$ cat src/rtl/alu_pkg.sv
`default_nettype none
// ============================================================================
//  Module      : alu_pkg
//  Description : Operation codes, execute-stage state type and helper shared
//                by the ALU controller and the iterative execute ALU.
//  Revision    : 1.0 - initial release
// ============================================================================
package alu_pkg;

    localparam logic [3:0] OP_AND = 4'b0000;
    localparam logic [3:0] OP_OR  = 4'b0001;
    localparam logic [3:0] OP_XOR = 4'b0011;
    localparam logic [3:0] OP_SLL = 4'b0100;
    localparam logic [3:0] OP_SRL = 4'b0101;
    localparam logic [3:0] OP_SUB = 4'b1010;
    localparam logic [3:0] OP_ADD = 4'b1011;
    localparam logic [3:0] OP_SLT = 4'b1100;
    localparam logic [3:0] OP_BEQ = 4'b1000;
    localparam logic [3:0] OP_BNE = 4'b1101;
    localparam logic [3:0] OP_BLT = 4'b1110;
    localparam logic [3:0] OP_BGE = 4'b1111;

    typedef enum logic [0:0] {
        IDLE  = 1'b0,
        SHIFT = 1'b1
    } exec_state_t;

    // True for the two ops that go through the iterative shifter
    function automatic logic is_shift_op(input logic [3:0] op);
        return (op == OP_SLL) || (op == OP_SRL);
    endfunction

endpackage
`default_nettype wire

$ cat src/rtl/alu_iter_shifter.sv
`default_nettype none
// ============================================================================
//  Module      : alu_iter_shifter
//  Description : Iterative logical shifter. Holds the operand and the number
//                of bit positions still to shift; each enabled cycle shifts by
//                min(SHIFT_STEP, remaining) with zero fill.
//  Revision    : 1.0 - initial release
// ============================================================================
module alu_iter_shifter #(
    parameter int DATA_W     = 32,
    parameter int SHIFT_STEP = 1
) (
    input  logic                      clk,
    input  logic                      reset,
    input  logic                      load,
    input  logic                      shift_left,
    input  logic [DATA_W-1:0]         load_data,
    input  logic [$clog2(DATA_W)-1:0] load_amt,
    input  logic                      step_en,
    output logic [DATA_W-1:0]         step_data,
    output logic                      last_step
);

    localparam int SH_W   = $clog2(DATA_W);
    // One extra bit so SHIFT_STEP == DATA_W is representable
    localparam int STEP_W = SH_W + 1;
    localparam logic [STEP_W-1:0] c_step_amt = STEP_W'(SHIFT_STEP);

    logic [DATA_W-1:0] r_data;
    logic [SH_W-1:0]   r_rem;
    logic              r_left;

    logic [STEP_W-1:0] w_rem_ext;
    logic [STEP_W-1:0] w_amt;

    // Step amount is the full step unless fewer positions remain
    always_comb begin
        w_rem_ext = {1'b0, r_rem};
        last_step = (w_rem_ext <= c_step_amt);
        w_amt     = last_step ? w_rem_ext : c_step_amt;
        step_data = r_left ? (r_data << w_amt) : (r_data >> w_amt);
    end

    // Operand/count latch on load, advance by one step while enabled
    always_ff @(posedge clk) begin
        if (reset) begin
            r_data <= '0;
            r_rem  <= '0;
            r_left <= 1'b0;
        end else if (load) begin
            r_data <= load_data;
            r_rem  <= load_amt;
            r_left <= shift_left;
        end else if (step_en) begin
            r_data <= step_data;
            // A non-final step always removes a full SHIFT_STEP (< DATA_W)
            r_rem  <= last_step ? '0 : (r_rem - SH_W'(SHIFT_STEP));
        end
    end

endmodule
`default_nettype wire

$ cat src/rtl/alu_iter_exec.sv
`default_nettype none
// ============================================================================
//  Module      : alu_iter_exec
//  Description : Execute-stage ALU. Logic, add/sub, compare and branch ops
//                complete in one cycle; SLL/SRL run on an iterative shifter
//                and stall upstream through busy.
//  Revision    : 1.0 - initial release
// ============================================================================
module alu_iter_exec
    import alu_pkg::*;
#(
    parameter int DATA_W     = 32,
    parameter int SHIFT_STEP = 1
) (
    input  logic              clk,
    input  logic              reset,
    input  logic              start,
    input  logic [3:0]        operation,
    input  logic [DATA_W-1:0] src_a,
    input  logic [DATA_W-1:0] src_b,
    output logic              busy,
    output logic              done,
    output logic [DATA_W-1:0] result,
    output logic              branch_taken
);

    localparam int SH_W = $clog2(DATA_W);

    exec_state_t       r_state;
    exec_state_t       w_next_state;

    logic [DATA_W-1:0] r_result;
    logic              r_branch_taken;
    logic              r_done;

    logic [DATA_W-1:0] w_alu_result;
    logic              w_alu_branch;
    logic              w_signed_lt;
    logic              w_is_shift;
    logic [SH_W-1:0]   w_shamt;
    logic              w_load;
    logic              w_accept_single;
    logic              w_finish_shift;
    logic [DATA_W-1:0] w_step_data;
    logic              w_last_step;

    assign w_is_shift = is_shift_op(operation);
    assign w_shamt    = src_b[SH_W-1:0];

    alu_iter_shifter #(
        .DATA_W     (DATA_W),
        .SHIFT_STEP (SHIFT_STEP)
    ) u_shifter (
        .clk        (clk),
        .reset      (reset),
        .load       (w_load),
        .shift_left (operation == OP_SLL),
        .load_data  (src_a),
        .load_amt   (w_shamt),
        .step_en    (r_state == SHIFT),
        .step_data  (w_step_data),
        .last_step  (w_last_step)
    );

    // Single-cycle datapath: result and branch decision from the op code
    always_comb begin
        w_alu_result = '0;
        w_alu_branch = 1'b0;
        w_signed_lt  = ($signed(src_a) < $signed(src_b));
        unique case (operation)
            OP_AND:  w_alu_result = src_a & src_b;
            OP_OR:   w_alu_result = src_a | src_b;
            OP_XOR:  w_alu_result = src_a ^ src_b;
            OP_ADD:  w_alu_result = src_a + src_b;
            OP_SUB:  w_alu_result = src_a - src_b;
            OP_SLT:  w_alu_result = {{(DATA_W-1){1'b0}}, w_signed_lt};
            OP_BEQ:  w_alu_branch = (src_a == src_b);
            OP_BNE:  w_alu_branch = (src_a != src_b);
            OP_BLT:  w_alu_branch = w_signed_lt;
            OP_BGE:  w_alu_branch = !w_signed_lt;
            default: begin
                w_alu_result = '0;
                w_alu_branch = 1'b0;
            end
        endcase
    end

    // FSM next state plus the accept/finish strobes used by the output regs
    always_comb begin
        w_next_state    = r_state;
        w_load          = 1'b0;
        w_accept_single = 1'b0;
        w_finish_shift  = 1'b0;
        unique case (r_state)
            IDLE: begin
                if (start) begin
                    w_load = w_is_shift;
                    // Zero-distance shifts complete like any 1-cycle op
                    if (w_is_shift && (w_shamt != '0)) begin
                        w_next_state = SHIFT;
                    end else begin
                        w_accept_single = 1'b1;
                    end
                end
            end
            SHIFT: begin
                if (w_last_step) begin
                    w_finish_shift = 1'b1;
                    w_next_state   = IDLE;
                end
            end
            default: w_next_state = IDLE;
        endcase
    end

    // State register
    always_ff @(posedge clk) begin
        if (reset) begin
            r_state <= IDLE;
        end else begin
            r_state <= w_next_state;
        end
    end

    // Output registers: capture on completion, done pulses for one cycle
    always_ff @(posedge clk) begin
        if (reset) begin
            r_result       <= '0;
            r_branch_taken <= 1'b0;
            r_done         <= 1'b0;
        end else begin
            r_done <= 1'b0;
            if (w_accept_single) begin
                r_result       <= w_is_shift ? src_a : w_alu_result;
                r_branch_taken <= w_alu_branch;
                r_done         <= 1'b1;
            end else if (w_finish_shift) begin
                r_result       <= w_step_data;
                r_branch_taken <= 1'b0;
                r_done         <= 1'b1;
            end
        end
    end

    assign busy         = (r_state == SHIFT);
    assign done         = r_done;
    assign result       = r_result;
    assign branch_taken = r_branch_taken;

endmodule
`default_nettype wire

$ cat config.mk
export PLATFORM = sky130hd
export DESIGN_NAME = alu_iter_exec
export DESIGN_NICKNAME = d
export VERILOG_FILES = /design/src/rtl/alu_pkg.sv /design/src/rtl/alu_iter_shifter.sv /design/src/rtl/alu_iter_exec.sv
export SDC_FILE = /design/constraint.sdc
export NUM_CORES = 1
export LEC_CHECK = 0
export CORE_UTILIZATION = 43
export CTS_CLUSTER_DIAMETER = 30
export DETAILED_ROUTE_END_ITERATION = 8
export PLACE_DENSITY = 0.63
export SLEW_MARGIN = 10
export SYNTH_ARGS = -nofsm -noshare
export SYNTH_HDL_FRONTEND = slang
export SYNTH_SLANG_ARGS = --single-unit
$ cat constraint.sdc
create_clock -name clk -period 8.75 [get_ports clk]
set_input_delay 2.625 -clock clk [delete_from_list [all_inputs] [get_ports clk]]
set_output_delay 2.625 -clock clk [all_outputs]
set_load 0.005 [all_outputs]
======== After elaboration in Yosys (flattened, before gate mapping) ========
Cells that the tools add are included.
word-level totals
  bits in registers ....................... 73
  output and inout bits ................... 35
  word-level logic and storage cells ...... 65
cells by class
  bitwise gates (word level) .............. 4
  $lt $le $gt $ge ......................... 2
  multiplexer cells ....................... 27
  reductions and logical operators ........ 7
  $add $sub $neg .......................... 3
  equality and inequality tests ........... 13
  shifts and indexed selects .............. 2
operators with widths
  kind                 count
  $mux 32              6
  $pmux 32 s6          1
  $add 32x32->32       1
  $and 32x32->32       1
  $eq 32x32->1         1
  $lt 32x32->1         1
  $ne 32x32->1         1
  $or 32x32->32        1
  $shl 32x6->32        1
  $shr 32x6->32        1
  $sub 32x32->32       1
  $xor 32x32->32       1
  $eq 4x4->1 const B   7
  $mux 5               4
  $mux 1               14
  $eq 4x3->1 const B   2
  $le 5x1->1 const B   1
  $reduce_bool 5->1    1
  $sub 5x1->5 const B  1
  $eq 4x1->1 const B   1
  $eq 4x2->1 const B   1
  $logic_not 4->1      1
  $pmux 1 s4           1
  $reduce_bool 2->1    2
  5 further kinds      5

======== Depth between registers and ports, before layout ========
  depth after elaboration ................. 7
  mapped depth ............................ 13
  gate-level depth less buffers ........... 13

======== Cells and area by module ========
A second synthesis with hierarchy kept.
unflattened totals
  cells, all modules ...................... 1,496
  area total of the unflattened synthesis .. 10,411.2 µm²
by module, submodules not included
  module            instances  cells an instance  area each (µm²)
  alu_iter_exec     1          1,026              7,041.8
  alu_iter_shifter  1          470                3,369.5

======== Worst setup path after synthesis ========
No wires, ideal clock.
  kind .................................... input-to-reg
  from .................................... input port src_a[0]
  to ...................................... register r_result[30], in the netlist result[30]
  arrival ................................. 4,968 ps
  data required time ...................... 8,634 ps
  setup slack ............................. 3,666 ps
  stages .................................. 12
  setup time .............................. 116 ps
  buffers on the path ..................... 0
  path through ............................ ha_1 > inv_1 > fa_1 > nor2b_1 > o21bai_1 > a2111o_1 > nand3_1 > o21ai_1 > o311ai_1 > or2_2 > mux2_2 > o211a_1
between the ends
  longest elaborated chain between the ends .. 4
  elaborated cells on any way between the ends .. 5
  classes of those cells .................. add/sub (2); mux (3)
ends and longest elaborated chain
  item                                              RTL line                                  source
  start: declaration                                alu_iter_exec.sv:19                       input logic [DATA_W-1:0] src_a,
  $sub 32x32->32 or $add 32x32->32 (tied branches)  alu_iter_exec.sv:75, alu_iter_exec.sv:74
  $pmux 32 s6 (*)                                   alu_iter_exec.sv:70                       unique case (operation)
  $mux 32 (*)                                       alu_iter_exec.sv:134                      r_result <= w_is_shift ? src_a : w_alu_result;
  $mux 32 (*)                                       alu_iter_exec.sv:133                      if (w_accept_single) begin
  end signal: assignment                            alu_iter_exec.sv:134
  end signal: assignment                            alu_iter_exec.sv:138                      r_result <= w_step_data;
  end: declaration                                  alu_iter_exec.sv:32                       logic [DATA_W-1:0] r_result;
Every way passes the cells marked *; elsewhere a longest branch is shown, timed or not.
A chain may end at the register's enable or synchronous reset.

======== Final worst setup path ========
  from .................................... input port src_a[10]
  to ...................................... register r_result[29], in the netlist result[29]
The elaborated chain is that of the path after synthesis.

==> flow_metrics.env <==
export IMPL_cp_max_fo=12
export IMPL_dp_cells=1713
export IMPL_drv_slew=0
export IMPL_area_sequential_mm2=0.001463
export IMPL_setup_viol=0
export IMPL_skew_ns=0.01249
export IMPL_clk_path_buf_depth=2
export IMPL_grt_pass1_vias=10360
export IMPL_synth_simple_gate_area_share=0.2178
export IMPL_synth_xor_area_share=0.01477
export IMPL_drt_wl_total_um=39470
export IMPL_post_cts_buffers=0
export IMPL_grt_max_degree=68
export IMPL_nets=1585
export IMPL_clk_latency_ns=0.36
export IMPL_path_class="primary input to flip-flop"
export IMPL_cts_root_buf="clkbuf_16"
export IMPL_grt_pass1_wl_um=60150
export IMPL_fmax_ghz=0.1613
export IMPL_io_buffer_count=105
export IMPL_critPathArrivalTime_ns=6.41
export IMPL_synth_compound_area_share=0.3260
export IMPL_viasPerCell=6.356
export IMPL_num_rows=55
export IMPL_synth_avg_cell_area_um2=7.317
export IMPL_yosys_most_used_dff="dfxtp_1"
export IMPL_crit_path_end_kind="flip-flop"
export IMPL_fillers=2304
export IMPL_clk_pin_slew_ns=0.07
export IMPL_fin_crit_sh=0.7084
export IMPL_hp_class="flip-flop to flip-flop"
export IMPL_async_flop_share=0
export IMPL_wl_per_cell_um=22.83
export IMPL_layout_min_cycle_time_ns=6.198
export IMPL_place_hpwl_um=29350
export IMPL_syn_to_final_growth_pct=14.68
export IMPL_synth_nets=1552
export IMPL_via_count=10990
export IMPL_n_antenna_cell=0
export IMPL_cts_repair_resized=0
export IMPL_cts_htree_levels=3
export IMPL_final_core_util=0.5061
export IMPL_powerDensity_mw_per_mm2=117.4
export IMPL_drtIter0Drc=1041
export IMPL_drv_cap=0
export IMPL_pin_count=106
export IMPL_die_y_um=155.1
export IMPL_synth_area_mm2=0.01008
export IMPL_synth_top_family_by_area="compound AO/OA/AOI/OAI gates"
export IMPL_ir_drop_mv=0.09595
export IMPL_cts_hold_buf=0
export IMPL_layoutNonFillerInstCount=1729
export IMPL_cts_tree="yes"
export IMPL_core_area_mm2=0.02285
export IMPL_seq_area_frac_synth=0.1449
export IMPL_syn_instance_count=1378
export IMPL_firstDrtPassIters=5
export IMPL_multiInputGateArea_mm2=0.007818
export IMPL_placed_area_mm2=0.01121
export IMPL_detail_route_antenna_nets=0
export IMPL_fin_area_mm2=0.01156
export IMPL_drc=0
export IMPL_relSlewSlack=0.1222
export IMPL_hold_slack_ns=0.5346
export IMPL_power_leakage_nw=4.659
export IMPL_grt_overflow_total=0
export IMPL_yosys_warnings=0
export IMPL_synth_edff_count=0
export IMPL_worst_endpoint_required_ns=8.96
export IMPL_finalPower_mw=1.357
export IMPL_initial_core_util=0.4413
export IMPL_setup_ws_ns=2.552
export IMPL_status="finished, final reports clean"
export IMPL_synthMuxAreaShare=0.08649
export IMPL_drive_gt1_frac=0.06709
export IMPL_antenna_found_initial=0
export IMPL_place_ws_ns=2.313
export IMPL_startpoint_type="primary input"
export IMPL_die_area_mm2=0.02407
export IMPL_synthAdderAreaFrac=0.1293
export IMPL_rsz0062_at_grt="false"
export IMPL_yosysUniqueCellTypes=87
export IMPL_cts_made_buffers=9
export IMPL_setup_tns_ns=0
export IMPL_synth_seq_cells=73
export IMPL_globalRouteTotalUtil=0.3275
export IMPL_worst_slew_pin_slew_ns=1.312
export IMPL_dieWidth_um=155.1
export IMPL_clkSinkCount=73
export IMPL_gp_congestion=0.9648
export IMPL_hold_viol=0
[cell families after synthesis]
group / after synthesis
AOI/OAI and AO/OA: 470
and+or+nand+nor: 458
buffers and inverters: 199
adders and majority gates: 103
DFF: 73
muxes: 58
xor gates and xnor gates: 17
[cell usage after synthesis (15+ instances only)]
library cell  number  area share
a21o_1            15       0.011
nor2_1           133       0.050
a211oi_1          66       0.049
nor2b_1           39       0.024
nor3_1            38       0.019
and2_1            24       0.015
nand3_1           30       0.015
nand2_1          120       0.045
o21ai_0           58       0.029
buf_2             18      0.0089
dfxtp_1           73        0.14
clkbuf_1          66       0.025
mux4_2            23       0.051
a221oi_1          35       0.030
ha_1             101        0.13
mux2i_1           32       0.032
inv_1             98       0.036
a21oi_1          136       0.068
[report_power, final]
group | switching (mW) | internal (mW) | leakage [nW] | total [mW]
clock | 0.170 | 0.282 | 0.171 | 0.452
sequential | 0.0188 | 0.351 | 0.596 | 0.369
combinational | 0.327 | 0.209 | 3.89 | 0.536
total | 0.515 | 0.842 | 4.66 | 1.36
[cell usage in the layout (no fill, tap or decap), types with 8 or more instances in the layout]
cell             count
nor3_1              38
mux4_2              23
clkdlybuf4s50_1    104
nand2b_1            12
and2_1              24
inv_1               98
o211ai_1            12
mux2i_1             32
o21bai_1            13
a21o_1              15
buf_4               16
a221o_1              8
o31ai_1              9
ha_1               101
a221oi_1            35
a211o_1              9
dfxtp_1             72
nand2_1            120
nand3_1             30
a21oi_1            136
nor2_1             132
xnor2_1             13
a22oi_1              8
a31oi_1             10
nand4_1             10
and3_1               8
clkbuf_16            9
nor2b_1             39
a211oi_1            66
nor4_1              11
o21ai_0             58
[registers in the layout (all words and copies together), names as in the netlist]
signal	cells
result	32
branch_taken	1
busy	1
u_shifter.r_rem	5
u_shifter.r_data	32
done	1
u_shifter.r_left	1
[final timing paths]
path / to / slack, ns / cells after the start / from
max: result[29] / 2.55 / 12 / src_a[10]
min: result[4] / 0.53 / 2 / result[4]
max reg2reg: result[29] / 5.21 / 8 / busy
min reg2reg: result[4] / 0.53 / 2 / result[4]
[area by class of cell]
type | instances | area share
multi-input cells | 1106 | 0.6760
flip-flops and latches | 73 | 0.1265
repair buffers | 121 | 0.1008
well taps | 313 | 0.03387
inverters | 100 | 0.03246
clock buffers | 9 | 0.01948
clock inverters | 7 | 0.01082
[layer usage]
metal  GRT usage  part of all wire  vias up
met1      0.4259              0.42     5190
met4      0.1928             0.061        0
met2      0.5208              0.45      547
met5           0                 0        -
met3     0.04011             0.069      127
li1            -                 -     5126
[critical path: stages]
cell and delay [ns]:
clkdlybuf4s50_1 0.70, inv_1 0.09, ha_1 0.51, a21oi_1 0.44
a21oi_1 0.13, nor2b_1 0.16, a41oi_2 0.09, a2111oi_2 0.59
o31ai_2 0.23, nor4b_1 0.19, nor4_1 0.53, a21oi_1 0.12
Note: power is estimated with default switching activity, not from simulation.
